`src/rtl/alu_arbiter_pkg.sv`:
```
// Shared ALU opcode definitions and the arbiter's response-buffer state encoding.
package alu_arbiter_pkg;

  typedef enum logic [3:0] {
    OP_ADD  = 4'd0,
    OP_SUB  = 4'd1,
    OP_NEG  = 4'd2,
    OP_ADDU = 4'd3,
    OP_SUBU = 4'd4,
    OP_AND  = 4'd5,
    OP_OR   = 4'd6,
    OP_XOR  = 4'd7,
    OP_NOT  = 4'd8,
    OP_ASL  = 4'd9,
    OP_ASR  = 4'd10,
    OP_LSL  = 4'd11,
    OP_LSR  = 4'd12
  } alu_op_e;

  typedef enum logic {
    ST_EMPTY = 1'b0,
    ST_FULL  = 1'b1
  } arb_state_e;

endpackage

```
`src/rtl/alu_arbiter_alu.sv`:
```
// Combinational ALU: signed/unsigned add-subtract, logic ops and shifts with zero/overflow/negative flags.
module alu
  import alu_arbiter_pkg::*;
#(
  parameter int DATA_W = 32,
  parameter int OP_W   = 4
) (
  input  logic [OP_W-1:0]   op,
  input  logic [DATA_W-1:0] a,
  input  logic [DATA_W-1:0] b,
  output logic [DATA_W-1:0] result,
  output logic              zero,
  output logic              overflow,
  output logic              negative
);

  localparam int SH_W = $clog2(DATA_W);
  localparam int MSB  = DATA_W - 1;

  logic [DATA_W:0] sum_s;
  logic [DATA_W:0] diff_s;
  logic [SH_W-1:0] sh_s;

  // Opcode decode; unsigned overflow is carry-out for ADDU and borrow for SUBU
  always_comb begin
    sum_s    = {1'b0, a} + {1'b0, b};
    diff_s   = {1'b0, a} - {1'b0, b};
    sh_s     = b[SH_W-1:0];
    result   = {DATA_W{1'b0}};
    overflow = 1'b0;
    case (op)
      OP_ADD: begin
        result   = sum_s[DATA_W-1:0];
        overflow = (a[MSB] == b[MSB]) && (result[MSB] != a[MSB]);
      end
      OP_SUB: begin
        result   = diff_s[DATA_W-1:0];
        overflow = (a[MSB] != b[MSB]) && (result[MSB] != a[MSB]);
      end
      OP_NEG: begin
        result   = {DATA_W{1'b0}} - a;
        overflow = a[MSB] && result[MSB];
      end
      OP_ADDU: begin
        result   = sum_s[DATA_W-1:0];
        overflow = sum_s[DATA_W];
      end
      OP_SUBU: begin
        result   = diff_s[DATA_W-1:0];
        overflow = diff_s[DATA_W];
      end
      OP_AND:  result = a & b;
      OP_OR:   result = a | b;
      OP_XOR:  result = a ^ b;
      OP_NOT:  result = ~a;
      OP_ASL:  result = a <<< sh_s;
      OP_ASR:  result = $signed(a) >>> sh_s;
      OP_LSL:  result = a << sh_s;
      OP_LSR:  result = a >> sh_s;
      default: result = {DATA_W{1'b0}};
    endcase
  end

  assign zero     = (result == {DATA_W{1'b0}});
  assign negative = result[MSB];

endmodule

```
`src/rtl/alu_arbiter.sv`:
```
// Two-requester round-robin front end sharing one ALU, with a single-entry result register.
module alu_arbiter
  import alu_arbiter_pkg::*;
#(
  parameter int DATA_W = 32,
  parameter int OP_W   = 4
) (
  input  logic              clk,
  input  logic              rst_n,
  input  logic              req0_valid,
  input  logic              req1_valid,
  output logic              req0_ready,
  output logic              req1_ready,
  input  logic [OP_W-1:0]   req0_op,
  input  logic [OP_W-1:0]   req1_op,
  input  logic [DATA_W-1:0] req0_a,
  input  logic [DATA_W-1:0] req0_b,
  input  logic [DATA_W-1:0] req1_a,
  input  logic [DATA_W-1:0] req1_b,
  output logic              rsp_valid,
  input  logic              rsp_ready,
  output logic              rsp_id,
  output logic [DATA_W-1:0] rsp_out,
  output logic              rsp_zero,
  output logic              rsp_overflow,
  output logic              rsp_negative
);

  arb_state_e        state_r;
  arb_state_e        state_nxt_s;
  logic              last_gnt_r;
  logic              gnt_s;
  logic              can_accept_s;
  logic              accept_s;
  logic [OP_W-1:0]   alu_op_s;
  logic [DATA_W-1:0] alu_a_s;
  logic [DATA_W-1:0] alu_b_s;
  logic [DATA_W-1:0] alu_res_s;
  logic              alu_zero_s;
  logic              alu_ovf_s;
  logic              alu_neg_s;

  // Grant selection, handshake and operand mux; ready never looks at op or operands
  always_comb begin
    can_accept_s = (state_r == ST_EMPTY) || ((state_r == ST_FULL) && rsp_ready);
    if (req0_valid && req1_valid) begin
      gnt_s = ~last_gnt_r;
    end else if (req1_valid) begin
      gnt_s = 1'b1;
    end else begin
      gnt_s = 1'b0;
    end
    req0_ready = rst_n && can_accept_s && (gnt_s == 1'b0);
    req1_ready = rst_n && can_accept_s && (gnt_s == 1'b1);
    accept_s   = (req0_valid && req0_ready) || (req1_valid && req1_ready);
    if (gnt_s) begin
      alu_op_s = req1_op;
      alu_a_s  = req1_a;
      alu_b_s  = req1_b;
    end else begin
      alu_op_s = req0_op;
      alu_a_s  = req0_a;
      alu_b_s  = req0_b;
    end
  end

  alu #(
    .DATA_W (DATA_W),
    .OP_W   (OP_W)
  ) u_alu (
    .op       (alu_op_s),
    .a        (alu_a_s),
    .b        (alu_b_s),
    .result   (alu_res_s),
    .zero     (alu_zero_s),
    .overflow (alu_ovf_s),
    .negative (alu_neg_s)
  );

  // Result buffer occupancy: a simultaneous drain and accept keeps it full
  always_comb begin
    state_nxt_s = state_r;
    case (state_r)
      ST_EMPTY: begin
        if (accept_s) state_nxt_s = ST_FULL;
        else          state_nxt_s = ST_EMPTY;
      end
      ST_FULL: begin
        if (rsp_ready && !accept_s) state_nxt_s = ST_EMPTY;
        else                        state_nxt_s = ST_FULL;
      end
      default: state_nxt_s = ST_EMPTY;
    endcase
  end

  // State register
  always_ff @(posedge clk or negedge rst_n) begin
    if (!rst_n) begin
      state_r <= ST_EMPTY;
    end else begin
      state_r <= state_nxt_s;
    end
  end

  // Result capture and round-robin pointer, both advanced only on an accept
  always_ff @(posedge clk or negedge rst_n) begin
    if (!rst_n) begin
      last_gnt_r   <= 1'b1;
      rsp_id       <= 1'b0;
      rsp_out      <= {DATA_W{1'b0}};
      rsp_zero     <= 1'b0;
      rsp_overflow <= 1'b0;
      rsp_negative <= 1'b0;
    end else if (accept_s) begin
      last_gnt_r   <= gnt_s;
      rsp_id       <= gnt_s;
      rsp_out      <= alu_res_s;
      rsp_zero     <= alu_zero_s;
      rsp_overflow <= alu_ovf_s;
      rsp_negative <= alu_neg_s;
    end
  end

  assign rsp_valid = (state_r == ST_FULL);

endmodule
```
`config.mk`:
```
export PLATFORM = sky130hd
export DESIGN_NAME = alu_arbiter
export DESIGN_NICKNAME = d
export VERILOG_FILES = /design/src/rtl/alu_arbiter_pkg.sv /design/src/rtl/alu_arbiter_alu.sv /design/src/rtl/alu_arbiter.sv
export SDC_FILE = /design/constraint.sdc
export NUM_CORES = 1
export LEC_CHECK = 0
export BUFFER_PORTS_ARGS = -buffer_cell sky130_fd_sc_hd__buf_2
export CAP_MARGIN = 40
export CORE_UTILIZATION = 39
export CTS_BUF_LIST = sky130_fd_sc_hd__clkbuf_16
export DETAILED_ROUTE_END_ITERATION = 12
export SYNTH_ARGS = -nofsm -noshare
export SYNTH_HDL_FRONTEND = slang
export SYNTH_SLANG_ARGS = --single-unit
```
`constraint.sdc`:
```
create_clock -name clk -period 6.2 [get_ports clk]
set_input_delay 0.31 -clock clk [delete_from_list [all_inputs] [get_ports clk]]
set_output_delay 0.31 -clock clk [all_outputs]
set_load 0.05 [all_outputs]
```
## Yosys cells after proc, flatten, opt, wreduce, memory -nomap -nowiden

Index checks and enable logic that the tools add are counted.

- Register bits after elaboration: 38
- Memories: 0
- Latch bits: 0
- Bits of input ports: 141
- Memory bits (read-only): 0
- RAM bits: 0

- Shift operators: 4
- Equal/unequal tests: 16
- Reductions and logical operators: 18
- Div/mod/pow operators: 0
- Multiplexer cells: 10
- $lt $le $gt $ge: 0
- Multipliers: 0
- Bitwise gates (word level): 7
- $add $sub $neg: 3

Operators with widths:

| cell | count |
|---|---|
| case mux 32 bit (11 select lines) | 1 |
| 2-to-1 mux 32 bit | 2 |
| adder 32 x 32 -> 33 bit | 1 |
| subtractor 32 x 32 -> 33 bit | 1 |
| bitwise AND 32 bit | 1 |
| logical NOT 32 bit | 1 |
| inverter 32 bit | 1 |
| bitwise OR 32 bit | 1 |
| << shifter 32 x 5 -> 32 bit | 1 |
| right shift 32 x 5 -> 32 bit | 1 |
| <<< shifter 32 x 5 -> 32 bit | 1 |
| >>> shifter 32 x 5 -> 32 bit | 1 |
| subtractor 1 x 32 -> 32 bit, first input constant | 1 |
| bitwise XOR 32 bit | 1 |
| == test 4 bit, second input constant | 5 |
| == test 4 x 3 -> 1 bit, second input constant | 4 |
| logical AND 1 bit | 11 |
| == test 4 x 2 -> 1 bit, second input constant | 2 |
| case mux 1 bit (5 select lines) | 1 |
| == test 4 x 1 -> 1 bit, second input constant | 1 |
| logical NOT 4 bit | 1 |
| 2-to-1 mux 1 bit | 4 |
| 2-to-1 mux 4 bit | 1 |
| OR reduction 2 bit | 2 |
| 6 further kinds | 11 |

## Depth between registers and ports, before layout

- Depth in word-level cells: 10
- Mapped depth: 26

## Cells and area by module

Synthesis repeated with hierarchy kept, for this count alone.

- Cell total of the unflattened synthesis: 1684
- Area, all modules: 13162.6 um^2

Modules (own cells, without submodules):

| module | area each (um^2) | cells an instance | instances | seq. area each (um^2) |
|---|---|---|---|---|
| alu | 10856.7 | 1523 | 1 | 0.0 |
| alu_arbiter | 2306.0 | 161 | 1 | 952.2 |

## Least setup slack after synthesis

No wires, ideal clock.

- Path kind: register to register
- From: register last_gnt_r
- To: register rsp_zero
- Clock period less this slack: 6.078 ns
- Cell stages (with the launch flop): 26
- Path slack: 0.122 ns
- Data required time: 6.097 ns
- Buffers on the path: 9
- Arrival time: 5.974 ns
- Path through: dfstp_2 a21bo_1 buf_6 buf_6 buf_6 buf_2 clkbuf_1 clkbuf_1 clkbuf_1 clkbuf_1 nand2_1 nand2_1 ha_1 clkbuf_1 nand3b_1 o221ai_1 a31oi_1 a31oi_1 nand4_1 nand2_1 xnor2_1 nor2_1 or4_1 or4_1 or4_1 o41ai_2

- Word-level cells in the longest chain between the ends: 7

Ends and longest elaborated chain:

| element | RTL line | source |
|---|---|---|
| start: declaration | alu_arbiter.sv:31 | `logic last_gnt_r;` |
| start signal: assignment | alu_arbiter.sv:115 | `last_gnt_r <= gnt_s;` |
| inverter 1 bit * | alu_arbiter.sv:47 | `gnt_s = ~last_gnt_r;` |
| 2-to-1 mux 1 bit * | alu_arbiter.sv:46 | `if (req0_valid && req1_valid) begin` |
| branches (longest 5 deep; another with subtractor 32 x 32 -> 33 bit) | - |  |
| end signal: assignment | alu_arbiter.sv:118 | `rsp_zero <= alu_zero_s;` |
| end: declaration | alu_arbiter.sv:24 | `output logic rsp_zero,` |

Mark *: on every way between the ends.
A chain may end at the register's enable or synchronous reset.

## Worst setup path in the final report

Ends and elaborated chain as after synthesis.

==> impl_metrics.py <==
metrics = {
    "drt": {
        "vias_per_cell": 6.719,
        "drt_iter0_markers": 2518,
        "drt_pre_antenna_iters": 7,
        "ant_nets": 0,
        "wl_mm": 78.32,
        "route.detailed.wl_per_inst_um": 28.21,
        "vias": 18650,
        "drc": 0,
    },
    "synth": {
        "syn_inst": 2133,
        "ys_ff_latch": 37,
        "synth_nets": 2380,
        "yosys-top-cells-area": "mux2i_1, ha_1, nand2_1",
        "yosys_warnings": 0,
        "async_reset_ff_share_pct": 100.0,
        "ys_seq_area_share_pct": 6.192,
        "synth_top_area_share_pct": 14.71,
        "synth_area_um2": 14970,
        "synthFlopType": "dfrtp_1",
        "ys_types": 105,
        "postSynthAreaPerCell_um2": 7.020,
        "yosys.area.top_type": "mux2i_1",
        "synth_edf_count": 0,
    },
    "timing": {
        "relSlewSlack_pct": 32.86,
        "setup_viol": 0,
        "rsz0062_at_grt": "no",
        "timing.final.crit_share_pct": 96.85,
        "hold_viol_final": 0,
        "fin_tns_setup_ns": 0,
        "maxSlewViolCount": 0,
        "period_needed_ns": 6.005,
        "fmax_mhz": 166.5,
        "worst_pin_slew_ns": 0.9986,
        "fin_skew_ns": 0.003973,
    },
    "clock_network": {
        "cts_num_sinks": 37,
        "clk_path_buf_depth": 2,
        "clkLatencyLatePin_ns": 0.28,
        "cts_tree": "done",
        "htreeDepth": 2,
        "numCtsBuffers": 5,
        "cts.clk_slew.worst_paths_ns": 0.06,
        "cts_root_buf": "clkbuf_16",
    },
    "flow_run": {
        "cap_violations": 0,
    },
    "floorplan": {
        "core_um2": 37760,
        "dieArea_um2": 39180,
        "start_util_pct": 39.66,
        "ios": 180,
        "num_rows": 71,
        "die_width_um": 198.0,
        "die_h_um": 198.0,
    },
    "placement": {
        "dpl.cell_count": 2764,
        "numPortBuffers": 179,
        "dp_hpwl_mm": 62.05,
        "place.gp.congestion": 1.062,
    },
    "critical_path": {
        "crit_required_ns": 6.39,
        "end_kind": "register",
        "cp-start-kind": "register",
        "cp_max_fo": 13,
        "crit_arrival_ns": 6.19,
        "rrSetupSlack_ns": 0.20,
        "crit_type": "reg -> reg",
    },
    "global_routing": {
        "grt.total_usage_pct": 39.04,
        "grt_max_degree": 89,
        "grt_pass1_wl_mm": 114.0,
        "grt_pass1_vias": 17150,
        "overflow": 0,
        "antenna_found_initial": 4,
    },
    "outcome": {
        "status": "finished, final reports clean",
    },
    "power_and_ir_drop": {
        "peakVddDrop_mv": 0.2476,
        "power_leakage_nw": 7.541,
        "powerDensity_nw_per_um2": 204.9,
    },
    "final_layout": {
        "stdcell_count": 2776,
        "final_util_pct": 44.49,
        "multi_input_area_um2": 12800,
        "final-seq-area_um2": 927.1,
        "area_growth_pct": 12.17,
        "final_nets": 2509,
        "nFillCells": 4042,
        "layout-drive-gt1-share_pct": 19.09,
    },
    "worst_hold_path": {
        "min_path_type": "in -> reg",
    },
}
-- state kept, by name, summed over array words and instances (netlist names) --
name and flops:
rsp_out 32, last_gnt_r 1, rsp_id 1, rsp_overflow 1, rsp_valid 1, rsp_zero 1
-- Yosys cell counts, types with 31 or more instances --
| cell | instances |
|---|---|
| a21oi_1 | 127 |
| ha_1 | 104 |
| nand3_1 | 55 |
| o21ai_0 | 106 |
| o211ai_1 | 31 |
| dfrtp_1 | 36 |
| o22ai_1 | 34 |
| nor2_1 | 167 |
| mux2i_1 | 220 |
| nor3_1 | 69 |
| mux2_2 | 68 |
| nand2_1 | 284 |
| buf_2 | 51 |
| clkbuf_1 | 88 |
| xnor2_1 | 37 |
| inv_1 | 94 |
-- worst paths after layout --
check,startpoint,end,cells past startpoint
setup / recovery,last_gnt_r,rsp_zero,21
hold / removal,rsp_ready,rsp_valid,3
setup reg to reg,last_gnt_r,rsp_zero,21
hold reg to reg,rsp_id,rsp_id,1
max in group asynchronous,rst_n,last_gnt_r,3
min in group asynchronous,rst_n,rsp_out[28],2
-- cell type report --
type | instances | area share, %
inverters | 101 | 2.287
flip-flops and latches | 37 | 5.520
well taps | 511 | 3.807
clock inverters | 3 | 0.08194
multi-input cells | 1817 | 76.19
clock buffers | 5 | 0.7449
repair buffers | 300 | 11.34
diodes | 2 | 0.02980
-- power breakdown --
| group | switching, mW | total [mW] | internal (mW) |
|---|---|---|---|
| Sequential | 0.0464 | 0.372 | 0.325 |
| Combinational | 1.90 | 2.83 | 0.927 |
| Clock | 0.0975 | 0.243 | 0.146 |
| Total | 2.04 | 3.44 | 1.40 |
-- kinds of logic (layout without fill, tap and decap cells) --
group	count (synthesis)	count (layout)	share of synthesized area, %
and+or+nand+nor	762	762	24.26
AOI/OAI and AO/OA	598	598	27.43
muxes	307	307	21.92
buffers and inverters	279	409	8.665
adders and majority gates	106	106	8.957
xor gates and xnor gates	44	44	2.574
DFF	37	37	6.192
other	0	2	0
-- metrics by stage --
step           setup slack [ns]  area, µm²  power [mW]  hold WS, ns
2_1_floorplan            0.1222      14970       2.188      0.01441
3_5_place_dp            -0.3458      16620       3.103       0.1585
6_report                 0.1954      16800       3.442       0.2859
5_1_grt                 0.01131      16790       3.614       0.3198
3_3_place_gp            -0.3216      16560       3.092       0.4575
4_1_cts                  0.1529      16790       3.364       0.2823
-- repair_timing --
action,CTS,global route
resized for setup,1,1
setup buffers,1,0
pin swaps,1,1
setup endpoints to repair,1,1
hold buffers,1,0
hold endpoints to repair,5,0
-- cell usage in the layout, fill, tap and decap left out, drive strengths merged, types with 16 or more instances in the layout --
cell,instances
mux2i,223
ha,104
dfrtp,36
o211ai,31
nand2,284
o21ai,111
a31oi,27
inv,100
mux2,81
o22ai,34
a21o,16
nand3,55
nor2b,24
o31ai,18
nor2,168
buf,298
nand4,19
xnor2,37
and3,16
nor4,30
a211oi,28
a21oi,128
o221ai,20
a22oi,20
a221oi,32
nor3,69
-- layer usage --
| metal | vias to the layer above | wire (µm) | track usage, % |
|---|---|---|---|
| li1 | 8203 | - | - |
| met1 | 9000 | 33050 | 55.10 |
| met2 | 1262 | 33270 | 59.00 |
| met3 | 184 | 8793 | 5.740 |
| met4 | 4 | 3184 | 15.45 |
| met5 | - | 27 | 0 |
-- worst max-delay path, stage by stage (launching register included) --
cell       delay, ns
dfstp_2         0.39
a21boi_4        0.29
buf_4           0.34
buf_4           0.22
nor2_1          0.05
a21oi_1         0.22
inv_1           0.10
ha_1            0.38
a21oi_1         0.36
o2111a_1        0.25
nand3_1         0.11
buf_4           0.16
nand3_1         0.07
o2111ai_1       0.13
a2111oi_0       0.58
o31ai_1         0.24
nor4_1          0.34
buf_4           0.17
nand4_1         0.12
or4_1           0.59
or4_1           0.51
o41ai_2         0.27
No activity file was read; power rests on OpenSTA's default activity.
